## config.mk

```make
export PLATFORM = sky130hd
export DESIGN_NAME = breach_dispatcher
export DESIGN_NICKNAME = d
export VERILOG_FILES = /design/src/rtl/dispatch_pkg.sv /design/src/rtl/rr_priority_pick.sv /design/src/rtl/breach_dispatcher.sv
export SDC_FILE = /design/constraint.sdc
export NUM_CORES = 1
export LEC_CHECK = 0
export CORE_UTILIZATION = 40
export DETAILED_ROUTE_END_ITERATION = 10
export HOLD_SLACK_MARGIN = 0.15
export PLACE_DENSITY = 0.66
export SLEW_MARGIN = 15
export SYNTH_ARGS = -nofsm -noshare
export SYNTH_HDL_FRONTEND = slang
export SYNTH_HIERARCHICAL = 1
export SYNTH_SLANG_ARGS = --single-unit
export TNS_END_PERCENT = 10
```

## constraint.sdc

```tcl
create_clock -name clock -period 3.4 [get_ports clock]
set_input_delay 0.68 -clock clock [delete_from_list [all_inputs] [get_ports clock]]
set_output_delay 0.68 -clock clock [all_outputs]
set_load 0.02 [all_outputs]
```

## src/rtl/dispatch_pkg.sv

```systemverilog
// Shared encodings and timing constants for the breach dispatcher.
// Optional build macro DISPATCH_PREEMPT_EN is consumed by breach_dispatcher.
package dispatch_pkg;

  localparam int NUM_SECTORS     = 3;
  localparam int TRAVEL_CYCLES   = 4;
  localparam int SERVICE_TIMEOUT = 40;
  localparam int COOL_CYCLES     = 2;
  localparam int TIMER_W         = 6;

  typedef enum logic [2:0] {
    ST_IDLE     = 3'd0,
    ST_TRAVEL   = 3'd1,
    ST_SERVICE  = 3'd2,
    ST_COOLDOWN = 3'd3
  } state_e;

  // Timer values at which a timed state has completed its span.
  localparam logic [TIMER_W-1:0] TRAVEL_LAST   = TIMER_W'(TRAVEL_CYCLES - 1);
  localparam logic [TIMER_W-1:0] SERVICE_LIMIT = TIMER_W'(SERVICE_TIMEOUT);
  localparam logic [TIMER_W-1:0] COOL_LAST     = TIMER_W'(COOL_CYCLES - 1);
  localparam logic [TIMER_W-1:0] TIMER_MAX     = '1;

  // Pointer value that makes sector 0 the first round-robin choice.
  localparam logic [1:0] PTR_RESET = 2'd2;

  function automatic logic [1:0] onehot_to_idx(input logic [NUM_SECTORS-1:0] oh);
    if (oh[2]) return 2'd2;
    if (oh[1]) return 2'd1;
    return 2'd0;
  endfunction

endpackage

```

## src/rtl/rr_priority_pick.sv

```systemverilog
// Three-way round-robin picker: searches upward from the sector after 'last'
// and returns a one-hot pick (zero when nothing is requested).
module rr_priority_pick
  import dispatch_pkg::*;
(
  input  logic [NUM_SECTORS-1:0] req,
  input  logic [1:0]             last,
  output logic [NUM_SECTORS-1:0] pick
);

  always_comb begin
    pick = '0;
    case (last)
      2'd0: begin
        if      (req[1]) pick = 3'b010;
        else if (req[2]) pick = 3'b100;
        else if (req[0]) pick = 3'b001;
      end
      2'd1: begin
        if      (req[2]) pick = 3'b100;
        else if (req[0]) pick = 3'b001;
        else if (req[1]) pick = 3'b010;
      end
      default: begin
        if      (req[0]) pick = 3'b001;
        else if (req[1]) pick = 3'b010;
        else if (req[2]) pick = 3'b100;
      end
    endcase
  end

endmodule

```

## src/rtl/breach_dispatcher.sv

```systemverilog
// Assigns one shared response team to the most severe requesting sector.
// Define DISPATCH_PREEMPT_EN to let a new red breach preempt a yellow-only job.
//
// state     | meaning
// IDLE      | no assignment, arbitrate pending requests
// TRAVEL    | team en route to granted sector
// SERVICE   | team working; ends on done or timeout
// COOLDOWN  | team released, grant cleared
module breach_dispatcher
  import dispatch_pkg::*;
(
  input  logic                   clock,
  input  logic                   reset,
  input  logic [NUM_SECTORS-1:0] sec_yellow,
  input  logic [NUM_SECTORS-1:0] sec_red,
  input  logic                   done,
  output logic [NUM_SECTORS-1:0] grant,
  output logic [2:0]             state,
  output logic [TIMER_W-1:0]     timer,
  output logic                   alarm,
  output logic                   timeout
);

  state_e                   state_q, state_d;
  logic [TIMER_W-1:0]       timer_q, timer_d;
  logic [NUM_SECTORS-1:0]   grant_q, grant_d;
  logic                     timeout_q, timeout_d;
  logic [1:0]               last_q, last_d;

  logic [NUM_SECTORS-1:0]   req, red_pick, yel_pick, new_pick;
  logic                     granted_req, preempt, restart;

  assign req         = sec_red | sec_yellow;
  assign granted_req = |(grant_q & req);

  rr_priority_pick u_pick_red (
    .req  (sec_red),
    .last (last_q),
    .pick (red_pick)
  );

  rr_priority_pick u_pick_yel (
    .req  (sec_yellow),
    .last (last_q),
    .pick (yel_pick)
  );

  assign new_pick = (|sec_red) ? red_pick : yel_pick;

`ifdef DISPATCH_PREEMPT_EN
  // Any red while the granted sector is not red must be on another sector.
  assign preempt = (|sec_red) && !(|(grant_q & sec_red));
`else
  assign preempt = 1'b0;
`endif

  always_comb begin
    state_d   = state_q;
    grant_d   = grant_q;
    last_d    = last_q;
    timeout_d = 1'b0;
    restart   = 1'b0;
    case (state_q)
      ST_IDLE: begin
        grant_d = '0;
        if (|req) begin
          state_d = ST_TRAVEL;
          grant_d = new_pick;
        end
      end
      ST_TRAVEL: begin
        if (preempt) begin
          grant_d = red_pick;
          restart = 1'b1;
        end else if (!granted_req) begin
          state_d = ST_IDLE;
          grant_d = '0;
        end else if (timer_q == TRAVEL_LAST) begin
          state_d = ST_SERVICE;
        end
      end
      ST_SERVICE: begin
        if (preempt) begin
          state_d = ST_TRAVEL;
          grant_d = red_pick;
        end else if (done || timer_q == SERVICE_LIMIT) begin
          // done takes precedence so a timeout is only flagged without it
          state_d   = ST_COOLDOWN;
          grant_d   = '0;
          last_d    = onehot_to_idx(grant_q);
          timeout_d = !done;
        end
      end
      ST_COOLDOWN: begin
        grant_d = '0;
        if (timer_q == COOL_LAST) state_d = ST_IDLE;
      end
      default: begin
        state_d = ST_IDLE;
        grant_d = '0;
      end
    endcase

    if (restart || state_d != state_q) timer_d = '0;
    else if (timer_q == TIMER_MAX)     timer_d = timer_q;
    else                               timer_d = timer_q + 1'b1;
  end

  always_ff @(posedge clock) begin
    if (reset) begin
      state_q   <= ST_IDLE;
      timer_q   <= '0;
      grant_q   <= '0;
      timeout_q <= 1'b0;
      last_q    <= PTR_RESET;
    end else begin
      state_q   <= state_d;
      timer_q   <= timer_d;
      grant_q   <= grant_d;
      timeout_q <= timeout_d;
      last_q    <= last_d;
    end
  end

  assign state   = state_q;
  assign timer   = timer_q;
  assign grant   = grant_q;
  assign timeout = timeout_q;
  assign alarm   = |(sec_red & ~grant_q);

endmodule

```

==> results summary <==
The fraction of final layout cells sized beyond drive strength 1 came out at 0.131. The count of yosys warnings during synthesis came out at 6. The post-cts gate resize count came out at 0.

The setup fix buffers added after clock tree synthesis is 0. In this run the number of H-tree levels came out at 1. The final count of pins violating max slew is 0. After routing, the total negative slack on setup checks comes to 0 ns. The final RePlAce weighted congestion is ~0.80. The maximum number of pins on one net before global-route repair is 13. The final worst hold slack came out at approximately 0.53 ns. The path class of the tightest hold or removal check is reg -> reg.

Dividing the detail-routed wire length by the instance count gives 14.8 µm. The I/O pin total is 23. The detailed-route DRC error count came out at 0. Among all flip-flop cells after synthesis, the most frequent one is sky130_fd_sc_hd__dfxtp_1. A synthesized cell averages around 8.8 µm². The critical path is of the in -> out type. Summed over all cells, the static leakage comes to about 0.43 nW. The detailed-routing iteration count for the pre-antenna-repair pass is 4. Among all cell types in the netlist, the one instantiated most often is sky130_fd_sc_hd__dfxtp_1. The detail-routed via count per cell came out at roughly 5.9. In this run, distinct cell masters in the synthesized netlist total 43. Walking the worst path, the cells encountered are clkdlybuf4s50_1 -> nor2b_1 -> a221o_1 -> clkdlybuf4s50_1. The via count of the first global-routing pass came out at 908.

The number of nets still failing antenna checks after routing is 0. The slowest stage of the critical path is the sky130_fd_sc_hd__clkdlybuf4s50_1 cell. The wire length reported by the detailed router came out at approximately 2400 µm. The count of hold buffers inserted by post-cts repair is 0. The number of buffers and inverters on the critical path came out at 2.

Measured against its own limit, the worst slew margin works out to 0.522. VDD sags by at most between 0.15 and 0.2 mV. The number of max-cap violations came out at 0. The number of antenna violations at the first check in global routing was 0.

The row count is 17. The first global-routing pass estimated approximately 4300 µm of wire. For this design the ratio of total power to cell area is 270 nW/µm². The total number of vias came out at about 970. The total die area is 2690 µm². The clock sink total is 15.

The overall power came out at between 0.3 and 0.4 mW. The clock-pin slew reported for the worst setup and hold paths after clock tree synthesis is ~0.080 ns. The layout has around 220 filler cells. The final hold violation count is 0.

The maximum clock frequency is 346 MHz. STA classifies the critical path startpoint as an input pin. The post-synthesis async set-or-reset flop share is 0. The flow ran to the end, and the final reports show no timing, DRC or antenna violations.

Setup violations remaining at the end of the flow were counted as 0. Of the post-synthesis cell area, the dominant cell type holds 0.302. The netlist area before placement came out at 995 µm². The final layout contains 150 nets. The starting density of the core came out at 0.437.

The most numerous cell type found on the critical path is sky130_fd_sc_hd__clkdlybuf4s50_1. The DRC violation total after the first TritonRoute iteration is 9. The maximum net fanout on the critical path is 8. The proportion of synthesized chip area in sequential cells is 0.302.

The synthesis-stage register bit count is 15. The count of buffers from port buffering came out at 22. Between clock sinks in the finished design, the worst skew comes to 0.00511 ns.

Ranked by total cell area, the synthesized netlist is headed by sky130_fd_sc_hd__dfxtp_1 30%, sky130_fd_sc_hd__nor4_1 4.4%, sky130_fd_sc_hd__ha_1 3.8%. The shortest clock period the worst path allows after layout came out at 2.89 ns. The maximum clock path buffer count is 2. The floorplan core area came out at between 2000 and 2500 µm². The actual transition at the worst max-transition pin is a little over 0.7 ns.

The chip height came out at between 50 and 60 µm. TritonCTS built the clock tree. The insertion delay to the later sink of the worst-skew pair came out at 0.27 ns. The synthesized netlist net count is between 100 and 150. The global-route total usage across every layer came out at 0.209. The largest delay contributor family on the critical path is buffers and inverters.

The required arrival time at the worst endpoint is 2.72 ns. The number of diodes added for antenna fixing came out at 0. The global route total overflow is 0. The synthesis-to-finish area growth came out at 27.2%. By count the netlist is led by 15 x sky130_fd_sc_hd__dfxtp_1, 9 x sky130_fd_sc_hd__nand2_1, 7 x sky130_fd_sc_hd__inv_1, 7 x sky130_fd_sc_hd__nor4_1, 6 x sky130_fd_sc_hd__o21ai_0.

Summed over all instances, the cell type with the most area after synthesis is sky130_fd_sc_hd__dfxtp_1. The total half-perimeter wirelength after legalization and detailed placement is around 1800 µm. Setup repair after global routing left no endpoint under its margin. The data arrival time of the critical path is between 2 and 2.5 ns. The kind of capture point of the worst setup path is an output port.

In this run, synthesis inferred 0 flip-flops with an integrated enable. The number of standard cells after synthesis is 113. The cell chosen for the clock root is sky130_fd_sc_hd__clkbuf_4.

The largest single stage delay on the critical path is 0.55 ns. The ratio of final minimum period to clock period came out at 0.851. The x dimension of the die came out at between 50 and 60 µm.

The TritonCTS buffer count is 3.
==> tightest hold or removal path, stage by stage, from the launching register on <==
cell and delay [ns]:
sky130_fd_sc_hd__dfxtp_1 0.35, sky130_fd_sc_hd__o21ai_0 0.08, sky130_fd_sc_hd__a21oi_1 0.06
==> routing by layer <==
metal	part of all wire	vias up	global-route usage
met1	0.54	473	0.323
met4	0.0049	0	0.0405
li1	-	482	-
met5	0	-	0
met2	0.42	17	0.297
met3	0.028	2	0.0380
==> sequential cells by signal, summed over array words and instances (netlist names) <==
| signal | cells |
|---|---|
| grant | 3 |
| state | 3 |
| timer | 6 |
| last_q | 2 |
| timeout | 1 |
==> placed cells by master (no fill, tap or decap), types with 3 or more instances in the layout <==
cell type	count
sky130_fd_sc_hd__clkdlybuf4s50_1	22
sky130_fd_sc_hd__dfxtp_1	15
sky130_fd_sc_hd__nand2_1	9
sky130_fd_sc_hd__inv_1	7
sky130_fd_sc_hd__nor4_1	7
sky130_fd_sc_hd__o21ai_0	6
sky130_fd_sc_hd__nand3_1	5
sky130_fd_sc_hd__a21oi_1	5
sky130_fd_sc_hd__o21a_1	4
sky130_fd_sc_hd__nor2_1	4
sky130_fd_sc_hd__nor3_1	4
sky130_fd_sc_hd__mux2_2	3
sky130_fd_sc_hd__ha_1	3
sky130_fd_sc_hd__clkbuf_4	3
==> where the power goes <==
part / switching, mW / total [mW] / internal [mW]
registers: 0.00572 / 0.185 / 0.179
clock network: 0.0522 / 0.0976 / 0.0454
logic: 0.0305 / 0.0600 / 0.0295
==> path summary, 6_finish.rpt <==
check | startpoint | to | slack [ns] | depth (start not counted)
setup / recovery | sec_red[0] | alarm | 0.51 | 4
hold / removal | grant[0] | grant[0] | 0.53 | 2
hold reg to reg | grant[0] | grant[0] | 0.53 | 2
setup reg to reg | timer[2] | timer[3] | 1.55 | 4
==> cells by family after synthesis <==
family                   synth area share
AND/OR/NAND/NOR                     0.286
other                             0.00377
adder cells (fa/ha/maj)            0.0377
buffers and inverters              0.0377
flip-flops                          0.302
AO/OA/AOI/OAI                       0.262
XOR/XNOR                           0.0176
multiplexers                       0.0541
==> per-stage QoR <==
step / area, µm² / util / std cells / setup WS [ns]
2_1_floorplan: 995 / - / 113 / 1.52
3_3_place_gp: 1240 / 0.544 / 161 / 0.533
3_5_place_dp: 1240 / 0.544 / 161 / 0.510
4_1_cts: 1260 / 0.556 / 165 / 0.508
5_1_grt: 1260 / 0.556 / 165 / 0.435
6_report: 1260 / 0.556 / 165 / 0.507
==> cell type report <==
type,count,area (µm²),share of cell area
Clock buffer,4,26.3,0.0208
Timing Repair Buffer,22,220,0.174
Multi-Input combinational cell,89,657,0.519
Sequential cell,15,300,0.237
Inverter,7,26.3,0.0208
Tap cell,28,35.0,0.0277
No activity file was read; power rests on OpenSTA's default activity.
